$ cat config.mk
export PLATFORM = sky130hd
export DESIGN_NAME = cylon_led_scanner
export DESIGN_NICKNAME = d
export VERILOG_FILES = /design/src/rtl/cylon_pkg.sv /design/src/rtl/cylon_pulse_gen.sv /design/src/rtl/cylon_led_scanner.sv
export SDC_FILE = /design/constraint.sdc
export NUM_CORES = 1
export LEC_CHECK = 0
export BUFFER_PORTS_ARGS = -buffer_cell sky130_fd_sc_hd__buf_2
export CORE_AREA = 2 2 72 74
export CTS_BUF_LIST = sky130_fd_sc_hd__clkbuf_2 sky130_fd_sc_hd__clkbuf_4 sky130_fd_sc_hd__clkbuf_8
export DETAILED_ROUTE_END_ITERATION = 10
export DIE_AREA = 0 0 74 76
export PLACE_DENSITY = 0.76
export SETUP_SLACK_MARGIN = 0.4
export SLEW_MARGIN = 15
export SYNTH_ARGS = -nofsm -noshare
export SYNTH_HDL_FRONTEND = slang
export SYNTH_SLANG_ARGS = --single-unit
export TNS_END_PERCENT = 1
$ cat constraint.sdc
create_clock -name clk -period 4.2 [get_ports clk]
set_input_delay 0.63 -clock clk [delete_from_list [all_inputs] [get_ports clk]]
set_output_delay 0.63 -clock clk [all_outputs]
set_load 0.05 [all_outputs]
$ cat src/rtl/cylon_pkg.sv
// -----------------------------------------------------------------------------
// cylon_pkg
//   Shared types and constants for the Knight-Rider LED scanner.
//   state_t : IDLE (led frozen, timer stopped) / RUN (timer running, led shifts)
//   dir_t   : LEFT (toward led[15]) / RIGHT (toward led[0])
//   CNT_W   : pulse counter width
//   LED_W   : LED bar width
//   DEFAULT_PATTERN : pattern loaded when the switches are all zero
// -----------------------------------------------------------------------------
package cylon_pkg;

   localparam int CNT_W = 28;
   localparam int LED_W = 16;

   localparam logic [LED_W-1:0] DEFAULT_PATTERN = 16'h0001;

   typedef enum logic {
      IDLE = 1'b0,
      RUN  = 1'b1
   } state_t;

   typedef enum logic {
      LEFT  = 1'b0,
      RIGHT = 1'b1
   } dir_t;

   // An all-zero pattern would scan nothing visible, so substitute a single LED.
   function automatic logic [LED_W-1:0] load_pattern(input logic [LED_W-1:0] sw);
      return (sw == '0) ? DEFAULT_PATTERN : sw;
   endfunction

endpackage

$ cat src/rtl/cylon_pulse_gen.sv
// -----------------------------------------------------------------------------
// cylon_pulse_gen
//   Free-running divider that produces a one-cycle tick every
//   CLOCK_CYCLES_PER_PULSE clocks while enabled.
//   Ports:
//     clk   in  system clock (rising edge)
//     rst_n in  synchronous active-low reset, clears the counter
//     en    in  count enable (scanner in RUN)
//     clr   in  restart the count from 0 (pattern load); suppresses tick
//     tick  out one-cycle pulse at terminal count
//   Parameter CLOCK_CYCLES_PER_PULSE must be >= 1; 1 ticks every enabled cycle.
// -----------------------------------------------------------------------------
module cylon_pulse_gen
   import cylon_pkg::*;
#(
   parameter logic [CNT_W-1:0] CLOCK_CYCLES_PER_PULSE = 28'd50_000_000
) (
   input  logic clk,
   input  logic rst_n,
   input  logic en,
   input  logic clr,
   output logic tick
);

   localparam logic [CNT_W-1:0] TERM_CNT = CLOCK_CYCLES_PER_PULSE - 28'd1;

   logic [CNT_W-1:0] cnt_q;
   logic             at_term;

   assign at_term = (cnt_q == TERM_CNT);

   always_ff @(posedge clk) begin
      if (!rst_n) begin
         cnt_q <= '0;
      end else if (clr) begin
         cnt_q <= '0;
      end else if (en) begin
         cnt_q <= at_term ? '0 : cnt_q + 28'd1;
      end
   end

   // A load in the same cycle restarts the period, so it must not also shift.
   assign tick = en & ~clr & at_term;

endmodule

$ cat src/rtl/cylon_led_scanner.sv
// -----------------------------------------------------------------------------
// cylon_led_scanner
//   Knight-Rider style LED bar. btnC loads sw onto led and starts the scan;
//   the pattern moves one position per timer tick, bouncing off led[15] and
//   led[0]. btnL / btnR force the direction used at the next tick.
//   Ports:
//     clk   in   system clock (rising edge)
//     rst_n in   synchronous active-low reset
//     sw    in   16-bit pattern, captured on a btnC press
//     btnC  in   load/start button (active-high)
//     btnL  in   force direction LEFT  (toward led[15])
//     btnR  in   force direction RIGHT (toward led[0])
//     led   out  16-bit registered LED bar
//   Build option CYLON_SYNC_EN: adds a 2-flop synchronizer per button
//   (press-to-led latency 3 cycles instead of 2). Leave undefined only when
//   the buttons are driven synchronously to clk.
// -----------------------------------------------------------------------------
module cylon_led_scanner
   import cylon_pkg::*;
#(
   parameter logic [CNT_W-1:0] CLOCK_CYCLES_PER_PULSE = 28'd50_000_000
) (
   input  logic              clk,
   input  logic              rst_n,
   input  logic [LED_W-1:0]  sw,
   input  logic              btnC,
   input  logic              btnL,
   input  logic              btnR,
   output logic [LED_W-1:0]  led
);

   // ---------------- button conditioning: {C, L, R} ----------------
   logic [2:0] btn_raw;
   logic [2:0] btn_cur;
   logic [2:0] btn_prev;
   logic [2:0] btn_edge;

   assign btn_raw = {btnC, btnL, btnR};

`ifdef CYLON_SYNC_EN
   logic [2:0] btn_meta;

   always_ff @(posedge clk) begin
      if (!rst_n) begin
         btn_meta <= '0;
         btn_cur  <= '0;
         btn_prev <= '0;
      end else begin
         btn_meta <= btn_raw;
         btn_cur  <= btn_meta;
         btn_prev <= btn_cur;
      end
   end
`else
   always_ff @(posedge clk) begin
      if (!rst_n) begin
         btn_cur  <= '0;
         btn_prev <= '0;
      end else begin
         btn_cur  <= btn_raw;
         btn_prev <= btn_cur;
      end
   end
`endif

   assign btn_edge = btn_cur & ~btn_prev;

   logic load_evt;
   logic left_evt;
   logic right_evt;

   assign load_evt  = btn_edge[2];
   assign left_evt  = btn_edge[1];
   assign right_evt = btn_edge[0];

   // ---------------- state registers ----------------
   state_t            state_q, state_d;
   dir_t              dir_q,   dir_d;
   logic [LED_W-1:0]  led_q,   led_d;
   logic              tick;

   cylon_pulse_gen #(
      .CLOCK_CYCLES_PER_PULSE (CLOCK_CYCLES_PER_PULSE)
   ) u_pulse_gen (
      .clk   (clk),
      .rst_n (rst_n),
      .en    (state_q == RUN),
      .clr   (load_evt),
      .tick  (tick)
   );

   always_ff @(posedge clk) begin
      if (!rst_n) begin
         state_q <= IDLE;
         dir_q   <= LEFT;
         led_q   <= '0;
      end else begin
         state_q <= state_d;
         dir_q   <= dir_d;
         led_q   <= led_d;
      end
   end

   // ---------------- next state / shift logic ----------------
   always_comb begin
      state_d = state_q;
      dir_d   = dir_q;
      led_d   = led_q;

      if (load_evt) begin
         // Load overrides any direction press or tick in the same cycle.
         led_d   = load_pattern(sw);
         dir_d   = LEFT;
         state_d = RUN;
      end else if (state_q == RUN) begin
         if (tick) begin
            if (led_q[LED_W-1] && led_q[0]) begin
               // Both ends lit: no legal move in either direction, hold.
               led_d = led_q;
            end else if (dir_q == LEFT) begin
               if (!led_q[LED_W-1]) begin
                  led_d = led_q << 1;
               end else begin
                  dir_d = RIGHT;
                  led_d = led_q >> 1;
               end
            end else begin
               if (!led_q[0]) begin
                  led_d = led_q >> 1;
               end else begin
                  dir_d = LEFT;
                  led_d = led_q << 1;
               end
            end
         end
         // Direction presses only retarget the next tick; both at once cancel.
         if (left_evt && !right_evt) begin
            dir_d = LEFT;
         end else if (right_evt && !left_evt) begin
            dir_d = RIGHT;
         end
      end
   end

   assign led = led_q;

endmodule

==> flow_summary.ini, run 1 <==
[sta]
max-slew-margin-rel = 0.5246
worst_slack_ns = 2.107
fin_hold_ws_ns = 0.4608
totalNegativeSetupSlack_ns = 0
final.setup_skew_ns = 0.006068
fmaxAchievable_mhz = 477.7
setup_repair_after_global_routing_missed_its_margin = no
fin_crit_sh = 0.4984
setup_viol_count_final = 0
finalCriticalPeriod_ns = 2.093
slew_violations = 0
worst-slew-pin-transition_ns = 0.7066
hold_violations = 0

[synthesis]
synth_sequential_area_ratio = 0.3998
synth_top_cell_area_share = 0.3998
number_of_nets_in_the_synthesized_netlist = 312
synthMostInstantiatedCell = sky130_fd_sc_hd__dfxtp_1
top_cells_by_area_synth = sky130_fd_sc_hd__dfxtp_1, sky130_fd_sc_hd__xor2_1, sky130_fd_sc_hd__nor2_1
synth-edff-count = 0
yosys.area.top_type = sky130_fd_sc_hd__dfxtp_1
netlist_top_cells_count = sky130_fd_sc_hd__dfxtp_1, sky130_fd_sc_hd__nor2_1, sky130_fd_sc_hd__nand2_1
syn_area_sq_um = 2604
synthArstFlopShare = 0
ys_ff_latch = 52
yosysWarningCount = 0
yosys_most_used_dff = sky130_fd_sc_hd__dfxtp_1
synthesis.instances = 290
yosysUniqueCellTypes = 52
syn_area_per_cell_sq_um = 8.978

[global_route]
antenna_found_initial = 0
grt_first_pass_wirelength_um = 9073
via_count_of_the_first_global_routing_pass = 1983
grt_overflow_total = 0
grt_start_max_net_pins = 31
grt_usage = 0.2007

[die]
dieHeight_um = 76
coreArea_sq_um = 4912
ports = 37
floorplan.initialDensity = 0.5301
floorplan.die.width_um = 74
area_of_the_die_sq_um = 5624
standard_cell_row_count = 26

[power_and_ir_drop]
finalPower_mw = 0.9215
ir_worst_vdd_v = 0.0001573
power-per-cell-area_nw_per_um2 = 323.6
cellLeakagePower_nw = 1.055

[detailed_routing]
dr.pass1.iters = 4
initialDrtViolationCount = 132
drc_violations_left = 0
drt-met1-wl_um = 2497
highest_signal_layer_in_the_routed_design = met4
met2_wire_len_um = 2487
totalWireLength_um = 5343
wl_per_cell_um = 13.63
drt.antenna.violating_nets = 0
post_drt_via_cell_ratio = 5.551
met3_layer_wire_length_in_the_routed_design_um = 267
detailroute.via_count = 2176

[place]
dp_hpwl_um = 3726
postPlaceCellArea_sq_um = 2755
post-place-ws_ns = 2.149
place.detailed.instances = 384
portbufs = 36
routability_congestion_estimate_from_global_placement = 0.7943

[setup_path]
cp.depth = 5
worst_ep_arrival_time_ns = 2.27
critPathMaxFanout = 27
critical_path.endpoint_type = flop
worst_path_max_delay_cell = sky130_fd_sc_hd__a21o_2
worstPathRequired_ns = 4.38
timing.reg2reg.worst_path_depth = 5
critical-path-max-stage-delay_ns = 0.54
r2r_start = u_pulse_gen.cnt_q[0]$_SDFFE_PP0P_
ff2ff_setup_slack_ns = 2.11
critical_path.top_delay_family = simple AND/OR/NAND/NOR gates
start_kind = flop
critical_path_class = flop to flop
timing.critical_path.cells = ha_1 -> nand3_1 -> nor4_1 -> a21o_2 -> nor2_1
crit_buf_inv = 0
r2r-end = u_pulse_gen.cnt_q[25]$_SDFFE_PP0P_

[clock_network]
cts.hold.buffers_added = 0
cts_buffers = 5
cts_max_path_buffers = 2
cts.root.buffer_cell = sky130_fd_sc_hd__clkbuf_8
worstSkewPairLatency_ns = 0.31
post_cts.repair.setup_buffers = 0
cts.htree.levels = 2
tritoncts_clock_tree = built
ctsResizeCount = 0
clkSlewWorstSetupHoldPaths_ns = 0.09
cts_sinks = 52

[hold_path]
hold_depth = 1
hold_path_end = btn_prev[0]$_SDFF_PN0_
hp-start = btn_cur[0]$_SDFF_PN0_
hp_class = flop to flop

[layout]
fillers = 451
area.growth.synth_to_final_pct = 9.370
design_area_sq_um = 2848
layout-drive-gt1-share = 0.1988
final_core_utilization = 0.5797
final-instance-count-excl-fill = 392
num_antenna_cells = 0
design.final.nets = 343

[run_status]
run_status = finished clean

[flow_run]
maxCapViolations = 0
## worst max path at each step
| stage | start | endpoint |
|---|---|---|
| 6_report | u_pulse_gen.cnt_q[0]$_SDFFE_PP0P_ | u_pulse_gen.cnt_q[25]$_SDFFE_PP0P_ |
| 5_1_grt | u_pulse_gen.cnt_q[3]$_SDFFE_PP0P_ | u_pulse_gen.cnt_q[13]$_SDFFE_PP0P_ |
| 4_1_cts | u_pulse_gen.cnt_q[0]$_SDFFE_PP0P_ | u_pulse_gen.cnt_q[25]$_SDFFE_PP0P_ |
| 3_5_place_dp | rst_n | u_pulse_gen.cnt_q[6]$_SDFFE_PP0P_ |
| 3_3_place_gp | u_pulse_gen.cnt_q[3]$_SDFFE_PP0P_ | u_pulse_gen.cnt_q[8]$_SDFFE_PP0P_ |
| 2_1_floorplan | led[15]$_SDFFE_PN0P_ | led[12]$_SDFFE_PN0P_ |
## cells in the final DEF (no fill, tap or decap), types with 6 or more instances in the layout
| cell type | Yosys | routed |
|---|---|---|
| sky130_fd_sc_hd__dfxtp_1 | 52 | 52 |
| sky130_fd_sc_hd__nor4_1 | 7 | 7 |
| sky130_fd_sc_hd__xnor2_1 | 7 | 7 |
| sky130_fd_sc_hd__a31oi_1 | 9 | 9 |
| sky130_fd_sc_hd__mux2i_1 | 7 | 7 |
| sky130_fd_sc_hd__nand3_1 | 14 | 14 |
| sky130_fd_sc_hd__buf_2 | 2 | 36 |
| sky130_fd_sc_hd__nor2_1 | 37 | 37 |
| sky130_fd_sc_hd__nand4_1 | 20 | 20 |
| sky130_fd_sc_hd__xor2_1 | 21 | 21 |
| sky130_fd_sc_hd__mux2_2 | 7 | 7 |
| sky130_fd_sc_hd__and2_1 | 7 | 7 |
| sky130_fd_sc_hd__nand2_1 | 29 | 29 |
| sky130_fd_sc_hd__clkbuf_8 | 2 | 6 |
| sky130_fd_sc_hd__o21ai_0 | 9 | 9 |
## power breakdown
group | switching (mW) | internal (mW)
combinational | 0.0738 | 0.0371
sequential | 0.0136 | 0.506
clock | 0.159 | 0.132
total | 0.247 | 0.675
## kinds of logic after synthesis
logic type | after synthesis | share of synthesized area
adder cells (fa/ha/maj) | 2 | 0.008649
XOR/XNOR | 28 | 0.09419
flip-flops | 52 | 0.3998
multiplexers | 14 | 0.05719
buffers and inverters | 17 | 0.05334
AND/OR/NAND/NOR | 136 | 0.2782
AO/OA/AOI/OAI | 41 | 0.1086
## routing by layer
metal	vias to the layer above	track usage
li1	1104	-
met4	0	0.08000
met1	994	0.2768
met2	70	0.3054
met5	-	0
met3	8	0.03968
## worst register-to-register path, cell delays in order, from the launching register on
cell and delay, ns:
sky130_fd_sc_hd__dfxtp_1 0.40, sky130_fd_sc_hd__ha_1 0.23, sky130_fd_sc_hd__nand3_1 0.16, sky130_fd_sc_hd__nor4_1 0.53
sky130_fd_sc_hd__a21o_2 0.54, sky130_fd_sc_hd__nor2_1 0.11
## layout make-up
cell class / count / area [sq um] / area share
multi-input combinational: 221 / 1424 / 0.5000
tap: 70 / 87.58 / 0.03076
sequential: 52 / 1041 / 0.3656
timing repair buffer: 37 / 187.7 / 0.06591
clock inverter: 2 / 10.01 / 0.003515
clock buffer: 6 / 82.58 / 0.02900
inverter: 4 / 15.01 / 0.005272
## state kept, by name, indices dropped and copies added, names as in the netlist
name and flops:
dir_q 1, state_q 1, btn_prev 3, led 16
u_pulse_gen.cnt_q 28, btn_cur 3
Power figures use the tool's default switching activity.
==> run 2, diff against run 1 <==
ABC_AREA = 1   (was not set)
CORE_AREA = 2 2 79 81   (was 2 2 72 74)
DIE_AREA = 0 0 81 83   (was 0 0 74 76)
PLACE_DENSITY = 0.77   (was 0.76)
clock period = 1.9 ns   (was 4.2 ns; I/O delays follow)
==> flow_summary.ini, run 2 <==
[run_status]
run_status = finished clean

[place]
dp_hpwl_um = 5445
post-place-ws_ns = 0.2556
place.detailed.instances = 615
routability_congestion_estimate_from_global_placement = 0.8883
portbufs = 36
postPlaceCellArea_sq_um = 3400

[layout]
regMostFlops = u_pulse_gen.cnt_q
design.final.nets = 572
final-instance-count-excl-fill = 626
num_antenna_cells = 0
final_core_utilization = 0.6267
layout-drive-gt1-share = 0.2178
mostFrequentLayoutCells = sky130_fd_sc_hd__nand2_1, sky130_fd_sc_hd__nor2_1, sky130_fd_sc_hd__inv_1, sky130_fd_sc_hd__nand3_1, sky130_fd_sc_hd__dfxtp_1
multiInputGateArea_sq_um = 1797
register_area_sq_um = 1061
largest_register_ff_count = 28
design_area_sq_um = 3645
fillers = 542
area.growth.synth_to_final_pct = 16.66
mostFrequentLayoutCell = sky130_fd_sc_hd__nand2_1

[sta]
final.setup_skew_ns = 0.005023
hold_violations = 0
slew_violations = 0
worst-slew-pin-transition_ns = 0.4059
setup_repair_after_global_routing_missed_its_margin = yes
totalNegativeSetupSlack_ns = 0
fin_hold_ws_ns = 0.1510
max-slew-margin-rel = 0.7284
worst_slack_ns = 0.3604
fmaxAchievable_mhz = 649.5
finalCriticalPeriod_ns = 1.540
setup_viol_count_final = 0
fin_crit_sh = 0.8103

[clock_network]
cts_max_path_buffers = 2
worstSkewPairLatency_ns = 0.31
cts.root.buffer_cell = sky130_fd_sc_hd__clkbuf_8
clkSlewWorstSetupHoldPaths_ns = 0.10
cts_buffers = 5
tritoncts_clock_tree = built
cts_sinks = 52
cts.htree.levels = 2

[die]
floorplan.die.width_um = 81
floorplan.initialDensity = 0.5372
standard_cell_row_count = 28
dieHeight_um = 83
coreArea_sq_um = 5816
ports = 37
area_of_the_die_sq_um = 6723

[setup_path]
critical_path.endpoint_type = flop
critical_path_class = flop to flop
crit_top_cell = sky130_fd_sc_hd__nand2_1
cp.depth = 8
critPathLaunch = u_pulse_gen.cnt_q[13]$_SDFFE_PP0P_
ff2ff_setup_slack_ns = 0.36
timing.critical_path.cells = nand2_1 -> nor2_1 -> nand2_1 -> nor2_2 -> nand3_2 -> nand2_4 -> inv_4 -> and3_1
crit_path_end = u_pulse_gen.cnt_q[13]$_SDFFE_PP0P_
start_kind = flop
critical-path-max-stage-delay_ns = 0.40
critPathMaxFanout = 12
timing.reg2reg.worst_path_depth = 8
crit_buf_inv = 1
worstPathRequired_ns = 2.10
worst_ep_arrival_time_ns = 1.74
critical_path.top_delay_family = simple AND/OR/NAND/NOR gates
r2r-end = u_pulse_gen.cnt_q[13]$_SDFFE_PP0P_
r2r_start = u_pulse_gen.cnt_q[13]$_SDFFE_PP0P_
worst_path_max_delay_cell = sky130_fd_sc_hd__dfxtp_1

[synthesis]
synthArstFlopShare = 0
synth-edff-count = 0
synthesis.instances = 508
yosys_most_used_dff = sky130_fd_sc_hd__dfxtp_1
yosysWarningCount = 0
syn_area_sq_um = 3124
top_cells_by_area_synth = sky130_fd_sc_hd__dfxtp_1, sky130_fd_sc_hd__nand2_1, sky130_fd_sc_hd__nor2_1
syn_area_per_cell_sq_um = 6.150
ys_ff_latch = 52
yosys.area.top_type = sky130_fd_sc_hd__dfxtp_1
synthMostInstantiatedCell = sky130_fd_sc_hd__nand2_1
netlist_top_cells_count = sky130_fd_sc_hd__nand2_1, sky130_fd_sc_hd__nor2_1, sky130_fd_sc_hd__inv_1
yosysUniqueCellTypes = 33
synth_top_cell_area_share = 0.3332
synth_sequential_area_ratio = 0.3332
number_of_nets_in_the_synthesized_netlist = 530

[power_and_ir_drop]
finalPower_mw = 2.391
power-per-cell-area_nw_per_um2 = 656.1
cellLeakagePower_nw = 1.640
ir_worst_vdd_v = 0.0003724

[global_route]
grt_use_met3 = 0.03587
grt_util_met1 = 0.3211
grt_first_pass_wirelength_um = 12810
grt_usage = 0.2346
grt_overflow_total = 0
antenna_found_initial = 0
routing_usage_on_met2 = 0.3824
grt_start_max_net_pins = 32
via_count_of_the_first_global_routing_pass = 2897
grt.busiest_layer = met2

[detailed_routing]
detailroute.via_count = 3158
drt.antenna.violating_nets = 0
totalWireLength_um = 7510
wl_per_cell_um = 12.00
dr.pass1.iters = 4
drc_violations_left = 0
post_drt_via_cell_ratio = 5.045
initialDrtViolationCount = 215

[hold_path]
hold_depth = 3
hp_class = input pin to flop

[flow_run]
maxCapViolations = 0
-- run 2: logic make-up (layout without fill, tap and decap cells) --
logic type / after synthesis / after routing / synth area share
compound gates: 67 / 67 / 0.1201
xor+xnor: 5 / 5 / 0.01402
fa+ha+maj: 1 / 1 / 0.004004
buf+inv: 85 / 128 / 0.1129
flops: 52 / 52 / 0.3332
simple gates: 298 / 298 / 0.4157
-- run 2: layout make-up --
| type | instances | share of cell area |
|---|---|---|
| Multi-Input combinational cell | 371 | 0.4930 |
| Sequential cell | 52 | 0.2911 |
| Timing Repair Buffer | 51 | 0.08376 |
| Inverter | 69 | 0.07175 |
| Clock buffer | 7 | 0.02643 |
| Tap cell | 75 | 0.02575 |
| Clock inverter | 1 | 0.008239 |
-- run 2: worst min-delay path by stage --
stage	to	start	slack, ns
floorplan	btn_cur[0]$_SDFF_PN0_	btnR	0.38
global placement	btn_prev[2]$_SDFF_PN0_	btn_cur[2]$_SDFF_PN0_	0.41
detailed placement	btn_prev[2]$_SDFF_PN0_	btn_cur[2]$_SDFF_PN0_	0.43
CTS	btn_cur[0]$_SDFF_PN0_	btnR	0.15
global route	btn_cur[2]$_SDFF_PN0_	btnC	0.16
finish	btn_cur[0]$_SDFF_PN0_	btnR	0.15
-- run 2: power breakdown --
part / internal, mW / switching (mW) / leakage [nW]
Sequential: 1.12 / 0.0294 / 0.430
Combinational: 0.133 / 0.266 / 1.14
Clock: 0.465 / 0.373 / 0.0645
Total: 1.72 / 0.668 / 1.64
-- run 2: what timing repair did --
item	4_1_cts	5_1_grt
gates resized for setup	11	21
hold buffers	0	0
buffers inserted	2	1
cloned	0	0
pin swaps	1	2
setup endpoints to repair	31	39
-- run 2: worst reg2reg max path: cells and delay by family (launching register included) --
family | cells | cell delay, ns
and+or+nand+nor | 7 | 0.96
DFF | 1 | 0.40
buffers and inverters | 1 | 0.08
-- run 2: layer usage --
metal,vias up,share of wire
li1,1662,-
met1,1424,0.47
met2,63,0.48
met3,9,0.040
met4,0,0.012
met5,-,0
==> run 3, diff against run 2 <==
ABC_AREA = 0   (was 1)
CORE_AREA = 2 2 74 76   (was 2 2 79 81)
DIE_AREA = 0 0 76 78   (was 0 0 81 83)
PLACE_DENSITY = 0.75   (was 0.77)
clock period = 1.31 ns   (was 1.9 ns; I/O delays follow)
==> flow_summary.ini, run 3 (synthesis gave the netlist of run 1 again) <==
[run_status]
run_status = finished with violations
failed_checks = setup timing

[clock_network]
cts_buffers = 5
clkSlewWorstSetupHoldPaths_ns = 0.11
cts_max_path_buffers = 2
worstSkewPairLatency_ns = 0.31
cts.root.buffer_cell = sky130_fd_sc_hd__clkbuf_8
tritoncts_clock_tree = built
cts_sinks = 52
cts.htree.levels = 2

[hold_path]
hold_path_end = btn_cur[1]$_SDFF_PN0_
hp_class = input pin to flop
hp-start = btnL
hold_depth = 2

[die]
area_of_the_die_sq_um = 5928
coreArea_sq_um = 5042
floorplan.initialDensity = 0.5164
standard_cell_row_count = 26
floorplan.die.width_um = 76
ports = 37
dieHeight_um = 78

[sta]
final.setup_skew_ns = 0.01424
totalNegativeSetupSlack_ns = -23.07
worst_slack_ns = -0.5986
finalCriticalPeriod_ns = 1.909
slew_violations = 0
max-slew-margin-rel = 0.6996
setup_repair_after_global_routing_missed_its_margin = yes
fmaxAchievable_mhz = 523.9
setup_viol_count_final = 44
fin_crit_sh = 1.457
worst-slew-pin-transition_ns = 0.4465
hold_violations = 0

[layout]
regMostFlops = u_pulse_gen.cnt_q
largest_register_ff_count = 28
design.final.nets = 408
mostFrequentLayoutCells = sky130_fd_sc_hd__buf_4, sky130_fd_sc_hd__dfxtp_1, sky130_fd_sc_hd__nor2_1, sky130_fd_sc_hd__nand2_1, sky130_fd_sc_hd__xor2_1
num_antenna_cells = 0
mostFrequentLayoutCell = sky130_fd_sc_hd__buf_4
layout-drive-gt1-share = 0.3747
fillers = 365
final_core_utilization = 0.7127
area.growth.synth_to_final_pct = 38.01

[flow_run]
maxCapViolations = 0

[power_and_ir_drop]
cellLeakagePower_nw = 1.426
ir_worst_vdd_v = 0.0006701
power-per-cell-area_nw_per_um2 = 911.8

[setup_path]
start_kind = flop
timing.reg2reg.worst_path_depth = 6
ff2ff_setup_slack_ns = -0.60
critical_path_class = flop to flop
critPathMaxFanout = 5
worstPathRequired_ns = 1.51
worst_path_max_delay_cell = sky130_fd_sc_hd__or4b_4
critical-path-max-stage-delay_ns = 0.56
worst_ep_arrival_time_ns = 2.11
timing.critical_path.cells = or4b_4 -> nor4_4 -> buf_4 -> nand3_4 -> nand4_1 -> o311ai_2
critPathLaunch = u_pulse_gen.cnt_q[9]$_SDFFE_PP0P_
critical_path.endpoint_type = flop
r2r-end = led[9]$_SDFFE_PN0P_
r2r_start = u_pulse_gen.cnt_q[9]$_SDFFE_PP0P_

[place]
dp_hpwl_um = 4728
routability_congestion_estimate_from_global_placement = 0.8560
portbufs = 36

[detailed_routing]
totalWireLength_um = 7245
drt.antenna.violating_nets = 0
drc_violations_left = 0
wl_per_cell_um = 15.85
dr.pass1.iters = 4
detailroute.via_count = 2601
initialDrtViolationCount = 252
post_drt_via_cell_ratio = 5.691

[global_route]
grt_usage = 0.2469
grt_first_pass_wirelength_um = 11830
grt_start_max_net_pins = 28
via_count_of_the_first_global_routing_pass = 2642
antenna_found_initial = 0
grt_overflow_total = 0
-- run 3: changes by cell type in the layout (fill, tap and decap cells not counted), sizes merged, moves of 10 or more --
cell,delta
nor4,+10
nand4,+15
o21ai,-15
nand3,-27
xor2,+18
buf,+50
a21oi,-33
nor2,-64
inv,-64
nand2,-102
-- run 3: worst max path at each step --
stage | to | slack, ns | depth (start not counted)
global placement | led[1]$_SDFFE_PN0P_ | -0.47 | 6
CTS | led[10]$_SDFFE_PN0P_ | -0.52 | 5
global route | led[12]$_SDFFE_PN0P_ | -0.66 | 6
finish | led[9]$_SDFFE_PN0P_ | -0.60 | 6
detailed placement | led[9]$_SDFFE_PN0P_ | -0.57 | 4
floorplan | led[1]$_SDFFE_PN0P_ | -0.42 | 6
-- run 3: through the flow --
stage	area, sq um	power (mW)	cells	hold WS (ns)	setup WS, ns
2_1_floorplan	2613	1.988	290	0.3238	-0.4249
3_3_place_gp	3267	2.114	446	0.4068	-0.4670
3_5_place_dp	3267	2.122	446	0.4078	-0.5695
4_1_cts	3566	3.279	457	0.08258	-0.5218
5_1_grt	3593	3.373	457	0.09842	-0.6604
6_report	3593	3.277	457	0.08646	-0.5986
-- run 3: cell type report --
class,instances,area [sq um],area share
Clock inverter,3,42.54,0.01184
Sequential cell,52,1056,0.2939
Timing Repair Buffer,101,832.0,0.2315
Clock buffer,5,68.82,0.01915
Inverter,4,15.01,0.004178
Tap cell,70,87.58,0.02437
Multi-Input combinational cell,222,1491,0.4150
-- run 3: layer usage --
layer,vias up,wire [um],track usage
met5,-,0,0
met2,108,3583,0.4321
met3,29,361,0.04651
met4,0,250,0.1509
met1,1226,3049,0.2797
li1,1238,-,-
-- run 3: what timing repair did --
item                                    4_1_cts  5_1_grt
hold buffers                                  0        0
gates resized for setup                      49        8
endpoints found under the setup margin       62       62
buffers inserted                              2        0
pin swaps                                    22        3
gates cloned                                  1        0
-- run 3: report_power, final --
part	leakage [nW]	switching [mW]	internal [mW]
registers	0.427	0.0485	1.62
clock network	0.0541	0.551	0.566
logic	0.944	0.278	0.213
total	1.43	0.877	2.40
-- run 3: worst max-delay path: cells and delay by family (launching register included) --
family	cells	cell delay (ns)
buffers and inverters	1	0.20
AOI/OAI and AO/OA	1	0.12
DFF	1	0.34
and+or+nand+nor	4	1.15
